### src/rtl/adc_capture_buf.sv
// adc_capture_buf
// Trigger-and-capture stage on the 12-bit two's complement ADC sample bus.
// After an arm pulse it waits for a trigger (level crossing, forced, or
// immediate) and writes a decimated burst of 2**ADDR_W samples into an
// external single-port sample RAM. The RAM is read back later by the SoC.
//
// state   | meaning
// --------+-----------------------------------------------------------
// IDLE    | after reset, nothing captured yet; waits for arm
// ARMED   | fresh burst prepared; waits for trigger hit
// CAPTURE | storing one sample every decim_l+1 cycles
// DONE    | full burst written; waits for the next arm
module adc_capture_buf #(
  parameter int DATA_W  = 12,
  parameter int ADDR_W  = 10,
  parameter int DECIM_W = 8
) (
  input  logic                     sys_clk,
  input  logic                     rst,
  input  logic signed [DATA_W-1:0] adc_data,
  input  logic                     arm,
  input  logic                     force_trig,
  input  logic                     trig_en,
  input  logic signed [DATA_W-1:0] trig_level,
  input  logic        [DECIM_W-1:0] decim,
  output logic                     buf_wr,
  output logic        [ADDR_W-1:0] buf_addr,
  output logic        [DATA_W-1:0] buf_data,
  output logic                     busy,
  output logic                     done
);

  typedef enum logic [1:0] {
    IDLE    = 2'd0,
    ARMED   = 2'd1,
    CAPTURE = 2'd2,
    DONE    = 2'd3
  } state_t;

  localparam logic [ADDR_W-1:0]  LAST_ADDR = {ADDR_W{1'b1}};
  localparam logic [ADDR_W-1:0]  ADDR_ONE  = {{(ADDR_W-1){1'b0}}, 1'b1};
  localparam logic [DECIM_W-1:0] DCNT_ONE  = {{(DECIM_W-1){1'b0}}, 1'b1};

  state_t state, state_nxt;

  // sample pipe: s_q is the newest registered sample, s_prev the one before
  logic signed [DATA_W-1:0] s_q, s_prev;

  logic [ADDR_W-1:0]  wr_ptr, wr_ptr_nxt;
  logic [DECIM_W-1:0] dcnt, dcnt_nxt;
  logic [DECIM_W-1:0] decim_l, decim_l_nxt;

  logic               buf_wr_nxt;
  logic [ADDR_W-1:0]  buf_addr_nxt;
  logic [DATA_W-1:0]  buf_data_nxt;

  logic               level_cross;
  logic               hit;

  // free-running input pipe, never gated so the crossing detector always
  // sees two consecutive samples
  always_ff @(posedge sys_clk or posedge rst) begin
    if (rst) begin
      s_q    <= '0;
      s_prev <= '0;
    end else begin
      s_prev <= s_q;
      s_q    <= adc_data;
    end
  end

  // rising crossing of the signed threshold, or an unconditional trigger
  always_comb begin
    level_cross = (s_prev < trig_level) && (s_q >= trig_level);
    hit         = force_trig | ~trig_en | (trig_en & level_cross);
  end

  // state, pointer, decimation counter and RAM write port registers
  always_ff @(posedge sys_clk or posedge rst) begin
    if (rst) begin
      state    <= IDLE;
      wr_ptr   <= '0;
      dcnt     <= '0;
      decim_l  <= '0;
      buf_wr   <= 1'b0;
      buf_addr <= '0;
      buf_data <= '0;
    end else begin
      state    <= state_nxt;
      wr_ptr   <= wr_ptr_nxt;
      dcnt     <= dcnt_nxt;
      decim_l  <= decim_l_nxt;
      buf_wr   <= buf_wr_nxt;
      buf_addr <= buf_addr_nxt;
      buf_data <= buf_data_nxt;
    end
  end

  // next-state and datapath decisions; address/data hold unless writing
  always_comb begin
    state_nxt    = state;
    wr_ptr_nxt   = wr_ptr;
    dcnt_nxt     = dcnt;
    decim_l_nxt  = decim_l;
    buf_wr_nxt   = 1'b0;
    buf_addr_nxt = buf_addr;
    buf_data_nxt = buf_data;

    case (state)
      IDLE: begin
        if (arm) begin
          state_nxt  = ARMED;
          wr_ptr_nxt = '0;
          dcnt_nxt   = '0;
        end
      end

      ARMED: begin
        if (hit) begin
          // trigger sample goes to address 0; ratio frozen for the burst
          state_nxt    = CAPTURE;
          buf_wr_nxt   = 1'b1;
          buf_addr_nxt = '0;
          buf_data_nxt = s_q;
          wr_ptr_nxt   = ADDR_ONE;
          dcnt_nxt     = '0;
          decim_l_nxt  = decim;
        end
      end

      CAPTURE: begin
        if (dcnt == decim_l) begin
          buf_wr_nxt   = 1'b1;
          buf_addr_nxt = wr_ptr;
          buf_data_nxt = s_q;
          wr_ptr_nxt   = wr_ptr + ADDR_ONE;
          dcnt_nxt     = '0;
          if (wr_ptr == LAST_ADDR) begin
            state_nxt = DONE;
          end
        end else begin
          dcnt_nxt = dcnt + DCNT_ONE;
        end
      end

      DONE: begin
        if (arm) begin
          state_nxt  = ARMED;
          wr_ptr_nxt = '0;
          dcnt_nxt   = '0;
        end
      end

      default: begin
        state_nxt = IDLE;
      end
    endcase
  end

  // status decoded straight from the state so reset clears it at once
  always_comb begin
    busy = (state == ARMED) || (state == CAPTURE);
    done = (state == DONE);
  end

endmodule
### config.mk
export PLATFORM = sky130hd
export DESIGN_NAME = adc_capture_buf
export DESIGN_NICKNAME = d
export VERILOG_FILES = /design/src/rtl/adc_capture_buf.sv
export SDC_FILE = /design/constraint.sdc
export NUM_CORES = 1
export LEC_CHECK = 0
export CORE_AREA = 10 10 93 115
export DETAILED_ROUTE_END_ITERATION = 16
export DIE_AREA = 0 0 103 125
export PLACE_DENSITY = 0.78
export SLEW_MARGIN = 15
export SYNTH_ARGS = -nofsm -noshare
export SYNTH_HDL_FRONTEND = slang
export SYNTH_SLANG_ARGS = --single-unit
### constraint.sdc
create_clock -name sys_clk -period 2.9 [get_ports sys_clk]
set_input_delay 0.58 -clock sys_clk [delete_from_list [all_inputs] [get_ports sys_clk]]
set_output_delay 0.58 -clock sys_clk [all_outputs]
set_load 0.02 [all_outputs]
==> run_results.csv <==
group,metric,value,unit
clock_tree,clk_latency,0.35,ns
floorplanning,design.core.area,8560,sq um
grt,antenna_found_initial,0,
min_path,hold_path_end,"s_prev[0]$_DFF_PP0_",
routing,detail_route.wl_per_cell,15.9,um
logic_synthesis,yosysSeqAreaShare,0.504,
routing,drt_iter0_drc,104,
logic_synthesis,synth-edff-count,0,
logic_synthesis,synth_top_family_by_area,"compound AO/OA/AOI/OAI gates",
logic_synthesis,synthAdderAreaFrac,0.0941,
setup_path,worst_r2r_endpoint,"buf_data[10]$_DFFE_PP0P_",
floorplanning,fp-row-count,38,
logic_synthesis,synth_top_area_cell,"dfrtp_1",
logic_synthesis,yosysUniqueCellTypes,41,
clock_tree,cts_buffers,9,
floorplanning,die_x,103,um
sta,whs,0.417,ns
finish,fill_cells,728,
logic_synthesis,async_reset_ff_frac,1.00,
logic_synthesis,synth_cells,325,
setup_path,worstSetupStartpointType,"input pin",
sta,setup_violations,0,
min_path,hold_depth,0,
sta,slew_violations,0,
logic_synthesis,synthSimpleGateAreaFrac,0.121,
grt,grtUsageTotal,0.130,
power_and_ir_drop,total_power,0.00332,W
power_and_ir_drop,peakVddDrop,0.415,mV
flow_run,cap_viol_max_count,0,
sta,period_share,0.979,
logic_synthesis,ys_seq_elements,75,
floorplanning,start_util,0.435,
placed_design,dp.final_hpwl,6240,um
logic_synthesis,synth_xor_xnor_area_share,0.0188,
floorplanning,die_y,125,um
setup_path,worst-endpoint-arrival,3.07,ns
outcome,status,"finished clean",
sta,tightestPinTransition,0.581,ns
logic_synthesis,yosysMostFrequentCell,"dfrtp_1",
grt,grt_overflow,0,
logic_synthesis,synth_area_leaders,"dfrtp_1 (50%), ha_1 (9.4%), mux2_4 (4.4%), nand2_1 (3.1%), mux2_2 (3.0%)",
logic_synthesis,syn_nets,390,
finish,num-nets-final,478,
min_path,hold_path_startpoint,"s_q[0]$_DFF_PP0_",
placed_design,placed_cell_area,4590,sq um
logic_synthesis,syn_area_per_cell,11.5,sq um
sta,fmax,352,MHz
clock_tree,cts_setup_buffers,0,
setup_path,max_stage_delay,0.45,ns
clock_tree,cts_max_level,3,
setup_path,crit_path_end_kind,"register",
logic_synthesis,yosysWarnings,0,
sta,finalHoldViolCount,0,
clock_tree,cts_hold_buf,0,
setup_path,cpMaxStageDelayCell,"clkdlybuf4s50_1",
placed_design,io_buffers,61,
logic_synthesis,muxShareOfSynthArea,0.102,
logic_synthesis,synth_top_area_frac,0.504,
setup_path,crit_type,"in2reg",
routing,drt_first_pass_iters,4,
logic_synthesis,syn-cell-area,3720,sq um
logic_synthesis,synth_flop_cell,"dfrtp_1",
setup_path,crit_chain,"clkdlybuf4s50_1 > inv_1 > ha_1 > o21a_1 > nor2_1 > a2111oi_4 > o21a_2 > o311a_4 > nor2_8 > buf_4 > mux2_4",
routing,route.vias.total,2714,
sta,clock_skew,0.0140,ns
finish,fin_area,4880,sq um
setup_path,r2r_slack,0.45,ns
setup_path,crit_path_max_fanout,4,
grt,grt_pass1_vias,2886,
routing,routed_wirelength,8210,um
routing,drc,0,
grt,grt_max_degree,41,
placed_design,globalplace.congestion,0.791,
finish,syn_to_final_growth,31.2,%
clock_tree,tritoncts,"done",
min_path,hold_class,"reg2reg",
sta,min_period,2.84,ns
setup_path,reg2regPathDepth,9,
floorplanning,num_io_pins,62,
grt,grt_first_pass_wirelength,13600,um
clock_tree,clockRootBuffer,"clkbuf_8",
logic_synthesis,synth_compound_area_frac,0.121,
clock_tree,cts.sinks,75,
routing,vias_per_cell,5.24,
setup_path,crit_required,3.13,ns
setup_path,rr_startpoint,"s_prev[2]$_DFF_PP0_",
placed_design,pre_cts_ws,-0.327,ns
power_and_ir_drop,p_leak,2.23,nW
sta,worst_slack,0.0608,ns
clock_tree,cts_max_path_buffers,2,
sta,max-slew-margin-rel,0.611,
floorplanning,die-area,12900,sq um
finish,antenna_cells,0,
routing,detail-route-antenna-nets,0,
clock_tree,clkTransAtPathRegs,0.08,ns
logic_synthesis,synth_commonest_cells,"dfrtp_1 (75), nand2_1 (31), ha_1 (28)",
finish,drive_above_1_share,0.179,
power_and_ir_drop,powerDensity,679,nW/um^2
-- critical path, delay by kind of cell --
| kind | cells | cell delay, ns |
|---|---|---|
| buffers and inverters | 3 | 0.67 |
| adder cells (fa/ha/maj) | 1 | 0.28 |
| AND/OR/NAND/NOR | 2 | 0.32 |
| AO/OA/AOI/OAI | 4 | 0.93 |
| multiplexers | 1 | 0.30 |
-- area by class of cell --
| class | count | area [sq um] | area share |
|---|---|---|---|
| timing repair buffer | 81 | 816 | 0.167 |
| clock inverter | 5 | 60.1 | 0.0123 |
| multi-input combinational | 220 | 1760 | 0.360 |
| clock buffer | 11 | 151 | 0.0310 |
| tap | 100 | 125 | 0.0256 |
| inverter | 26 | 97.6 | 0.0200 |
| sequential | 75 | 1880 | 0.384 |
-- timing repair --
action / 4_1_cts / 5_1_grt
gates resized for setup: 0 / 13
endpoints found under the hold margin: 0 / 0
endpoints found under the setup margin: 0 / 37
-- report_power, final --
part	switching, W	internal (W)	total, W
combinational	0.000473	0.000557	0.00103
clock	0.000398	0.000448	0.000846
sequential	0.000184	0.00126	0.00144
total	0.00106	0.00226	0.00332
-- per-layer routing --
metal / up-vias / track usage / part of all wire
li1: 1322 / - / -
met1: 1341 / 0.150 / 0.42
met2: 44 / 0.221 / 0.52
met3: 7 / 0.0419 / 0.053
met4: 0 / 0.0410 / 0.012
met5: - / 0 / 0
-- through the flow --
stage	util	cells	TNS, ns
4_1_cts	0.561	517	0
2_1_floorplan	-	325	0
3_3_place_gp	0.536	501	-11.17
3_5_place_dp	0.536	501	-12.18
5_1_grt	0.571	518	-0.0118
6_report	0.571	518	0
-- cells in the final DEF, fill, tap and decap left out, types with 8 or more instances in the layout --
cell / netlist / layout
dfrtp_1: 75 / 75
clkdlybuf4s50_1: 0 / 61
nand2_1: 31 / 29
ha_1: 28 / 27
inv_1: 26 / 25
o21ai_0: 21 / 20
nor2_1: 18 / 18
buf_4: 0 / 16
mux2_4: 11 / 11
clkbuf_8: 0 / 11
mux2_2: 10 / 10
mux2i_1: 9 / 9
xnor2_1: 8 / 8
o31ai_1: 11 / 8
-- cells by family (layout without fill, tap and decap cells) --
| logic type | after synthesis | count (layout) |
|---|---|---|
| buf+inv | 30 | 123 |
| compound gates | 64 | 64 |
| mux | 31 | 31 |
| xor+xnor | 8 | 8 |
| flops | 75 | 75 |
| fa+ha+maj | 28 | 28 |
| simple gates | 89 | 89 |
-- flip-flops by register name (all words and copies together) (netlist names) --
| register | cells |
|---|---|
| buf_data | 12 |
| s_prev | 12 |
| s_q | 12 |
| buf_addr | 10 |
| wr_ptr | 10 |
| dcnt | 8 |
| decim_l | 8 |
| state | 2 |
| buf_wr | 1 |
-- worst max path at each step --
stage	from	end	slack (ns)
finish	trig_level[2]	buf_data[10]$_DFFE_PP0P_	0.06
detailed placement	trig_level[10]	buf_data[11]$_DFFE_PP0P_	-0.33
global route	trig_level[2]	buf_data[10]$_DFFE_PP0P_	-0.006
global placement	trig_level[10]	buf_addr[4]$_DFFE_PP0P_	-0.30
floorplan	trig_level[11]	buf_data[1]$_DFFE_PP0P_	0.18
CTS	trig_level[10]	buf_data[11]$_DFFE_PP0P_	0.04
(Power assumes the default switching activity.)
